## src/rtl/keypad_decoder.sv

```systemverilog
// Keypad receive side: aligns row strobes with synchronized column returns,
// builds one key result per scan frame, and debounces press/release across frames.
module keypad_decoder #(
  parameter int unsigned SETTLE_CYCLES = 16,
  parameter int unsigned STABLE_FRAMES = 3
) (
  input  logic       clk,
  input  logic       init_n,
  input  logic [3:0] row,
  input  logic [2:0] col,
  output logic [3:0] key_code,
  output logic       key_valid,
  output logic       key_held,
  output logic       key_release,
  output logic       multi_key
);
  localparam logic [15:0] SETTLE_MAX = 16'(SETTLE_CYCLES);
  localparam logic [3:0]  STABLE_MAX = 4'(STABLE_FRAMES);

  typedef enum logic [1:0] {ACC_NONE, ACC_ONE, ACC_MULTI} acc_e;
  typedef enum logic [1:0] {ST_IDLE, ST_ARMING, ST_PRESSED, ST_RELEASING} st_e;

  logic [2:0]  col_s1_q, col_s2_q;
  logic [3:0]  row_d1_q, row_d2_q, row_prev_q;
  logic [15:0] settle_q, settle_d;
  acc_e        acc_q, acc_d, fold_st;
  logic [3:0]  acc_key_q, acc_key_d, fold_key;
  st_e         st_q, st_d;
  logic [3:0]  cand_q, cand_d, cnt_q, cnt_d, cnt_inc;
  logic        first_q, first_d;
  logic [3:0]  key_code_q, key_code_d;
  logic        valid_q, valid_d, held_q, held_d, release_q, release_d, multi_q, multi_d;

  logic        row_chg, sample, boundary, res_key;
  logic [1:0]  r_idx, c_idx, ncol;
  logic [3:0]  samp_key;

  always_ff @(posedge clk or negedge init_n) begin
    if (!init_n) begin
      col_s1_q   <= '0;
      col_s2_q   <= '0;
      row_d1_q   <= '0;
      row_d2_q   <= '0;
      row_prev_q <= '0;
      settle_q   <= '0;
      acc_q      <= ACC_NONE;
      acc_key_q  <= '0;
      st_q       <= ST_IDLE;
      cand_q     <= '0;
      cnt_q      <= '0;
      first_q    <= 1'b1;
      key_code_q <= 4'hF;
      valid_q    <= 1'b0;
      held_q     <= 1'b0;
      release_q  <= 1'b0;
      multi_q    <= 1'b0;
    end else begin
      col_s1_q   <= col;
      col_s2_q   <= col_s1_q;
      row_d1_q   <= row;
      row_d2_q   <= row_d1_q;
      row_prev_q <= row_d2_q;
      settle_q   <= settle_d;
      acc_q      <= acc_d;
      acc_key_q  <= acc_key_d;
      st_q       <= st_d;
      cand_q     <= cand_d;
      cnt_q      <= cnt_d;
      first_q    <= first_d;
      key_code_q <= key_code_d;
      valid_q    <= valid_d;
      held_q     <= held_d;
      release_q  <= release_d;
      multi_q    <= multi_d;
    end
  end

  // Sampling and frame accumulation on the aligned row/col pair
  always_comb begin
    row_chg  = row_d2_q != row_prev_q;
    // the change cycle is excluded so a stale count never samples a fresh row
    sample   = !row_chg && $onehot(row_d2_q) && (settle_q == SETTLE_MAX);
    boundary = (row_d2_q == 4'b0001) && (row_prev_q != 4'b0001);
    settle_d = row_chg ? 16'd0 : (settle_q == SETTLE_MAX) ? settle_q : settle_q + 16'd1;

    r_idx = 2'd0;
    case (row_d2_q)
      4'b0010: r_idx = 2'd1;
      4'b0100: r_idx = 2'd2;
      4'b1000: r_idx = 2'd3;
      default: r_idx = 2'd0;
    endcase
    c_idx = col_s2_q[0] ? 2'd0 : col_s2_q[1] ? 2'd1 : 2'd2;
    ncol  = 2'($countones(col_s2_q));
    if (r_idx == 2'd3) samp_key = (c_idx == 2'd0) ? 4'd10 : (c_idx == 2'd1) ? 4'd0 : 4'd11;
    else               samp_key = {2'b00, r_idx} * 4'd3 + {2'b00, c_idx} + 4'd1;

    fold_st  = acc_q;
    fold_key = acc_key_q;
    if (sample && ncol != 2'd0) begin
      if (ncol > 2'd1) fold_st = ACC_MULTI;
      else if (acc_q == ACC_NONE) begin
        fold_st  = ACC_ONE;
        fold_key = samp_key;
      end else if (acc_q == ACC_ONE && acc_key_q != samp_key) fold_st = ACC_MULTI;
    end
    acc_d     = boundary ? ACC_NONE : fold_st;
    acc_key_d = fold_key;
  end

  // Debounce across frame results
  always_comb begin
    st_d       = st_q;
    cand_d     = cand_q;
    cnt_d      = cnt_q;
    first_d    = first_q;
    key_code_d = key_code_q;
    held_d     = held_q;
    valid_d    = 1'b0;
    release_d  = 1'b0;
    multi_d    = 1'b0;
    res_key    = fold_st == ACC_ONE;
    cnt_inc    = cnt_q + 4'd1;
    if (boundary) begin
      first_d = 1'b0;
      if (!first_q) begin
        multi_d = fold_st == ACC_MULTI;
        case (st_q)
          ST_IDLE: if (res_key) begin
            st_d   = ST_ARMING;
            cand_d = fold_key;
            cnt_d  = 4'd1;
          end
          ST_ARMING: begin
            if (res_key && fold_key == cand_q) begin
              cnt_d = cnt_inc;
              if (cnt_inc == STABLE_MAX) begin
                st_d       = ST_PRESSED;
                key_code_d = cand_q;
                valid_d    = 1'b1;
                held_d     = 1'b1;
              end
            end else if (res_key) begin
              cand_d = fold_key;
              cnt_d  = 4'd1;
            end else st_d = ST_IDLE;
          end
          ST_PRESSED: if (!(res_key && fold_key == key_code_q)) begin
            st_d  = ST_RELEASING;
            cnt_d = 4'd1;
          end
          ST_RELEASING: begin
            if (res_key && fold_key == key_code_q) st_d = ST_PRESSED;
            else begin
              cnt_d = cnt_inc;
              if (cnt_inc == STABLE_MAX) begin
                st_d      = ST_IDLE;
                held_d    = 1'b0;
                release_d = 1'b1;
              end
            end
          end
          default: st_d = ST_IDLE;
        endcase
      end
    end
  end

  assign key_code    = key_code_q;
  assign key_valid   = valid_q;
  assign key_held    = held_q;
  assign key_release = release_q;
  assign multi_key   = multi_q;
endmodule

```

## config.mk

```make
export PLATFORM = sky130hd
export DESIGN_NAME = keypad_decoder
export DESIGN_NICKNAME = d
export VERILOG_FILES = /design/src/rtl/keypad_decoder.sv
export SDC_FILE = /design/constraint.sdc
export NUM_CORES = 1
export LEC_CHECK = 0
export BUFFER_PORTS_ARGS = -buffer_cell sky130_fd_sc_hd__buf_2
export CORE_MARGIN = 8
export CORE_UTILIZATION = 29
export CTS_BUF_LIST = sky130_fd_sc_hd__clkbuf_4 sky130_fd_sc_hd__clkbuf_8
export DETAILED_ROUTE_END_ITERATION = 10
export PLACE_DENSITY = 0.45
export SLEW_MARGIN = 20
export SYNTH_ARGS = -nofsm -noshare
export SYNTH_HDL_FRONTEND = slang
export SYNTH_SLANG_ARGS = --single-unit
```

## constraint.sdc

```tcl
create_clock -name clk -period 4.4 [get_ports clk]
set_input_delay 0 -clock clk [delete_from_list [all_inputs] [get_ports clk]]
set_output_delay 0 -clock clk [all_outputs]
set_load 0.02 [all_outputs]
```

==> results of run 1 <==
-- state kept, by name (all words and copies together), names as in the netlist, 2 cells and up --
name	cells
row_prev_q	4
acc_q	2
key_code	4
settle_q	16
row_d1_q	4
st_q	2
row_d2_q	4
col_s1_q	3
col_s2_q	3
cand_q	4
acc_key_q	4
cnt_q	4
-- timing repair --
action / in CTS / in global routing
resized for setup: 0 / 1
hold endpoints to repair: 25 / 0
hold buffers: 8 / 0
setup endpoints to repair: 0 / 3
setup buffers: 0 / 0
-- Yosys cell counts (2+ instances only) --
library cell	instances
nor2b_1	4
a211oi_1	2
and2_1	5
clkbuf_1	3
nand4_1	4
nand2b_1	2
o221ai_1	2
inv_1	25
o21ai_0	7
o211ai_1	2
buf_6	2
nand3_1	11
o21a_1	3
fa_1	4
nor4b_2	3
mux2i_1	5
dfrtp_1	54
nor4_1	2
and3_1	4
nor4_2	2
xor2_1	17
or2_2	2
o21ai_1	3
mux2_4	8
a221o_1	2
nor2_1	33
ha_1	13
nor3_1	7
nor3b_1	3
xnor2_1	8
nand2_1	12
a21oi_1	7
dfstp_2	5
-- critical path, stage by stage, from the launching register on --
cell and delay (ns):
dfrtp_1 0.40, inv_1 0.11, ha_1 0.22, mux2i_1 0.14, nor2_1 0.11, fa_1 0.55
inv_1 0.06, fa_1 0.49, nor2b_1 0.20, nor3_1 0.08, nor4b_2 0.27, and4_1 0.23
nor2_1 0.10, or2_2 0.33, a211o_4 0.36, mux2_4 0.30
-- power by group --
group | internal (mW) | total, mW | leakage [nW] | switching (mW)
clock network | 0.231 | 0.452 | 0.0855 | 0.221
registers | 0.551 | 0.559 | 0.764 | 0.00784
logic | 0.0341 | 0.0849 | 0.813 | 0.0508
-- area by class of cell --
type / instances / area, um^2
fill: 1105 / 7130
multi-input combinational: 208 / 1630
sequential: 59 / 1480
timing repair buffer: 28 / 190
tap: 140 / 175
clock buffer: 12 / 153
inverter: 25 / 93.8
clock inverter: 4 / 27.5
-- per-layer routing --
| layer | routed length (um) | GRT usage [%] | vias to the layer above |
|---|---|---|---|
| li1 | - | - | 1099 |
| met1 | 3120 | 12.4 | 1039 |
| met2 | 2770 | 14.5 | 25 |
| met3 | 227 | 2.73 | 10 |
| met4 | 101 | 3.70 | 0 |
| met5 | 0 | 0 | - |
-- worst min path at each step --
| stage | start | to | slack [ns] | cells past startpoint |
|---|---|---|---|---|
| after floorplan | init_n | acc_key_q[0] | -0.30 | 0 |
| after global placement | init_n | row_d2_q[0] | 0.02 | 1 |
| after detailed placement | init_n | row_d1_q[1] | 0.02 | 1 |
| after CTS | init_n | row_d1_q[1] | 0.17 | 2 |
| after global routing | init_n | row_d1_q[1] | 0.23 | 2 |
| final | init_n | row_d1_q[1] | 0.17 | 2 |
-- kinds of logic after synthesis --
family / Yosys count / share of synthesized area [%]
XOR/XNOR: 25 / 6.74
adder cells (fa/ha/maj): 17 / 7.47
flip-flops: 59 / 45.6
multiplexers: 15 / 6.28
buffers and inverters: 32 / 4.20
AO/OA/AOI/OAI: 42 / 10.1
AND/OR/NAND/NOR: 109 / 19.6
==> run metrics, run 1 <==
Slew HR 61.1%; FF+latch count, synth 59; Cell Area, Synth between 3000 and 4000 um^2; pre-CTS setup slack between 0.3 and 0.4 ns; worst setup path end cand_q[1]; number of global-route vias before repair about 2,300; Area after DPL ~3500 um^2; Reg2Reg Launch Point row_d2_q[0]; Critical Path Source row_d2_q[0]; share of cells above drive strength 1 20.5%; Leak between 1.5 and 2 nW; largest net degree at the start of global routing 38; worst reg2reg setup slack approximately 0.35 ns; num rows 38; H-tree Lvls 3; # diodes 0; Clock Latency Late Sink 0.34 ns; power after layout 1.10 mW; Total Die Area 14,800 um^2; Post-synth EDFFs 0; Max Freq between 200 and 250 MHz; remaining design rule violation count 0; fin nets about 360; Inst Count DP roughly 450; Seq/Total Area, Yosys a little under half; yosys warns 0; via count 2,173; Port Buf Inserts 16; Setup crit start kind flip-flop; share of Yosys cell area claimed by the top area cell type 41.6%; routed len/inst 13.1 um; Post-Layout Inst Area 3750 um^2; Synth area leader dfrtp_1; most frequent cells in the layout dfrtp_1 (54), nor2_1 (33), inv_1 (25); Worst-Margin Slew 0.580 ns; global-route wire length before repair 11,200 um; clk_skew about 0.0079 ns; Setup Crit Path Kind flip-flop to flip-flop; Root Buffer clkbuf_8; Worst Slack Setup Final roughly 0.35 ns; total track usage 9.49%; Reg-to-Reg End cand_q[1]; hpwl dp around 4500 um; io pins 17; total grt overflow 0; Async S/R FF share, synth between 90% and 100%; Pwr Density between 200 and 300 nW/um^2; RePlAce Congestion ~0.76; final cycle utilization of the critical path between 90 and 100%; Area Growth Syn to Fin 15.6%; dominant cells by area after synthesis dfrtp_1 (42%), ha_1 (5.0%), xor2_1 (4.6%); RSZ-0062 raised after global routing no; Distinct cells, synth 66; WP data arrival 4.28 ns; clk buf depth 2; CTS clock-pin slew for the worst setup and hold paths ~0.070 ns; initial antenna violation count 0; DRT Pass-1 Iters 4; Die Width 122 um; Die Height ~120 um; Max-cap violations 0; Num CTS Buffers 9; clock sink count 59; Syn Inst Count 299; final wirelength roughly 6200 um; # setup viols final 0; CP required 4.63 ns; Initial DRC Count 61; FF-to-FF path depth 15; Post-DRT Antenna Nets 0; CTS tree built; Avg Cell Area, Syn around 11 um^2; CP Max Fanout 5; post-route setup TNS 0 ns; Non-Filler Instances roughly 480; via/cell ratio 4.57; status finished, final reports clean; crit end category flip-flop; commonest non-fill, non-tap cell in the layout dfrtp_1; ys flop type dfrtp_1; max-slew violations 0; Starting Density just under 30%; Min-Delay Path Class input port to async pin; Post-Syn Nets 325; Core ar. 10,900 um^2; Final Hold Fails 0; minimum clock period just over 4 ns; final core utilization 34.5%; peak supply drop about 120 uV; hold slack ~0.17 ns
Power figures use the tool's default switching activity.
==> run 2, diff against run 1 <==
==> config.mk (replaced) <==
export PLATFORM = sky130hd
export DESIGN_NAME = keypad_decoder
export DESIGN_NICKNAME = d
export VERILOG_FILES = /design/src/rtl/keypad_decoder.sv
export SDC_FILE = /design/constraint.sdc
export NUM_CORES = 1
export LEC_CHECK = 0
export CORE_MARGIN = 8
export CORE_UTILIZATION = 29
export CTS_BUF_LIST = sky130_fd_sc_hd__clkbuf_4 sky130_fd_sc_hd__clkbuf_8
export DETAILED_ROUTE_END_ITERATION = 10
export DONT_BUFFER_PORTS = 1
export PLACE_DENSITY = 0.44
export SLEW_MARGIN = 20
export SYNTH_ARGS = -nofsm -noshare
export SYNTH_HDL_FRONTEND = slang
export SYNTH_SLANG_ARGS = --single-unit
export TNS_END_PERCENT = 100
==> run 2 against run 1 <==
Count of clock-buffer cells in the layout unchanged. Cell area shrank 0.63%. Sequential power hardly changed. Maximum frequency is 0.52% higher. Register-to-register slack improved by 0.02 ns. Global-route usage up 0.39 points. Setup slack better by 0.021 ns. Sequential cell count unchanged. Wire length rose by 7.8%. Clock power is 17% higher. Largest cell class unchanged.
==> run metrics, run 2 (same netlist as run 1, synthesis figures left out) <==
status finished, final reports clean; minimum clock period 4.03 ns (-0.0210 ns); largest net degree at the start of global routing 60 (+58%); Root Buffer clkbuf_8; Reg2Reg Launch Point row_d2_q[0]; final wirelength 6700 um (+7.8%); Die Width 122 um (unchanged); share of cells above drive strength 1 16.5% (-4.0 points); internal power 893 uW (+9.3%); CTS clock-pin slew for the worst setup and hold paths 0.07 ns (about the same); H-tree Lvls 3 (unchanged); max layer used met4; clock power share 45.1% (+3.9 points); Port Buf Inserts 0 (-16); via/cell ratio 4.72 (+3.4%); WP data arrival 4.27 ns (about the same); cts repair resizes 0 (unchanged); Worst-Margin Slew 0.504 ns (-0.0761 ns); Leak 1.62 nW (-2.6%); num rows 38 (unchanged); Setup Crit Path Kind flip-flop to flip-flop; Comb power frac 7.3% (-0.4 points); fin nets 342 (-4.2%); DRT met1 WL 3330 um (+6.8%); remaining design rule violation count 0 (unchanged); clk buf depth 2 (unchanged); Max Freq 248 MHz (+0.52%); via count 2,176 (+0.14%); Sw Ratio 24.1% (-1.4 points); Num CTS Buffers 9 (unchanged); Clock Latency Late Sink 0.35 ns (about the same); Final Hold Fails 0 (unchanged); CP required 4.63 ns (about the same); clock sink count 59 (unchanged); crit end category flip-flop; commonest non-fill, non-tap cell in the layout dfrtp_1; final core utilization 34.3% (-0.22 points); Core ar. 10,900 um^2 (unchanged); most frequent cells in the layout dfrtp_1 (54), nor2_1 (33), inv_1 (25); peak supply drop 219 uV (+87%); met3 wire len 237 um (+4.4%); Largest Register settle_q; Post-CTS Setup Inserts 0 (unchanged); post-route setup TNS 0 ns (unchanged); Post-DRT Antenna Nets 0 (unchanged); # diodes 0 (unchanged); Total Die Area 14,800 um^2 (unchanged); Starting Density 29.8% (unchanged); Min-Delay Path Class input port to async pin; clk_skew 0.0107 ns (+0.00280 ns); Setup crit start kind flip-flop; Pwr Density 315 nW/um^2 (+8.0%); Max-cap violations 0 (unchanged); hold_buf cts 9 (+1); routed wl met2 3000 um (+8.6%); io pins 17 (unchanged); area of the multi-input gates 1630 um^2 (-0.23%); Filler Cells Inserted 1,102 (-0.27%); global-route wire length before repair 11,400 um (+1.2%); CP Max Fanout 5 (unchanged); Slew HR 66.1% (+5.0 points); Area Growth Syn to Fin 14.9%; DRT Pass-1 Iters 4 (unchanged); Seq pwr share 47.5% (-3.5 points); RSZ-0062 raised after global routing no; # setup viols final 0 (unchanged); hpwl dp 4620 um (+2.5%); routed len/inst 14.5 um (+11%); total grt overflow 0 (unchanged); CTS tree built; RePlAce Congestion 0.763 (+0.51%); Net Switching 284 uW (+1.5%); max FFs per register 16 (unchanged); final cycle utilization of the critical path 91.7% (-0.48 points); Initial DRC Count 102 (+67%); Sequential Area 1480 um^2 (unchanged); total track usage 9.88% (+0.39 points); initial antenna violation count 0 (unchanged); Die Height 122 um (unchanged); number of global-route vias before repair 2,192 (-4.9%); Critical Path Source row_d2_q[0]; max-slew violations 0 (unchanged)
==> run 2: cell types whose count changed in the layout (fill, tap and decap cells not counted), sizes merged <==
| cell | change |
|---|---|
| clkinv | +1 |
| bufinv | +1 |
| clkinvlp | -2 |
| buf | -15 |
==> run 2: power by group through the flow <==
stage | registers (mW) | clock network, mW | logic (mW)
after floorplan | 0.567 | 0 | 0.0528
after global placement | 0.569 | 0 | 0.0680
after detailed placement | 0.569 | 0 | 0.0680
after CTS | 0.559 | 0.557 | 0.0890
after global routing | 0.560 | 0.577 | 0.0986
final | 0.559 | 0.531 | 0.0862
==> run 2: worst max-delay path, cell delays in order, from the launching register on <==
cell and delay (ns):
dfrtp_1 0.40, inv_1 0.11, ha_1 0.21, mux2i_1 0.13, nor2_1 0.10, fa_1 0.55
inv_1 0.06, fa_1 0.40, xor2_1 0.17, nor2_1 0.29, xnor2_1 0.19, and4_1 0.20
nor2_1 0.10, or2_2 0.33, a211o_4 0.36, mux2_4 0.31
==> run 2: layer usage <==
metal	vias up	global-route usage, %
li1	1073	-
met1	1068	12.6
met2	25	15.0
met3	10	2.96
met4	0	4.63
met5	-	0
==> run 2: worst paths after layout <==
check / endpoint / slack (ns) / cells past startpoint
max: cand_q[1] / 0.37 / 15
min in group clk: col_s1_q[1] / 0.20 / 1
min: col_s1_q[1] / 0.18 / 2
max in group asynchronous: first_q / 3.92 / 2
min reg2reg: row_d2_q[3] / 0.35 / 0
max reg2reg: cand_q[1] / 0.37 / 15
==> run 2: stage by stage <==
stage | hold slack [ns] | setup WS, ns | total power, mW | cells | cell area (um^2)
floorplan | -0.296 | 0.568 | 0.619 | 299 | 3250
global placement | -0.292 | 0.445 | 0.637 | 436 | 3410
detailed placement | -0.293 | 0.348 | 0.637 | 436 | 3410
CTS | 0.181 | 0.339 | 1.20 | 461 | 3730
global route | 0.179 | 0.110 | 1.24 | 461 | 3730
finish | 0.178 | 0.366 | 1.18 | 461 | 3730
==> run 2: layout make-up <==
cell class	instances	share of cell area, %
clock buffers	12	4.43
clock inverters	4	1.27
well taps	140	4.69
flip-flops and latches	59	39.7
multi-input cells	208	43.7
repair buffers	13	3.69
inverters	25	2.52
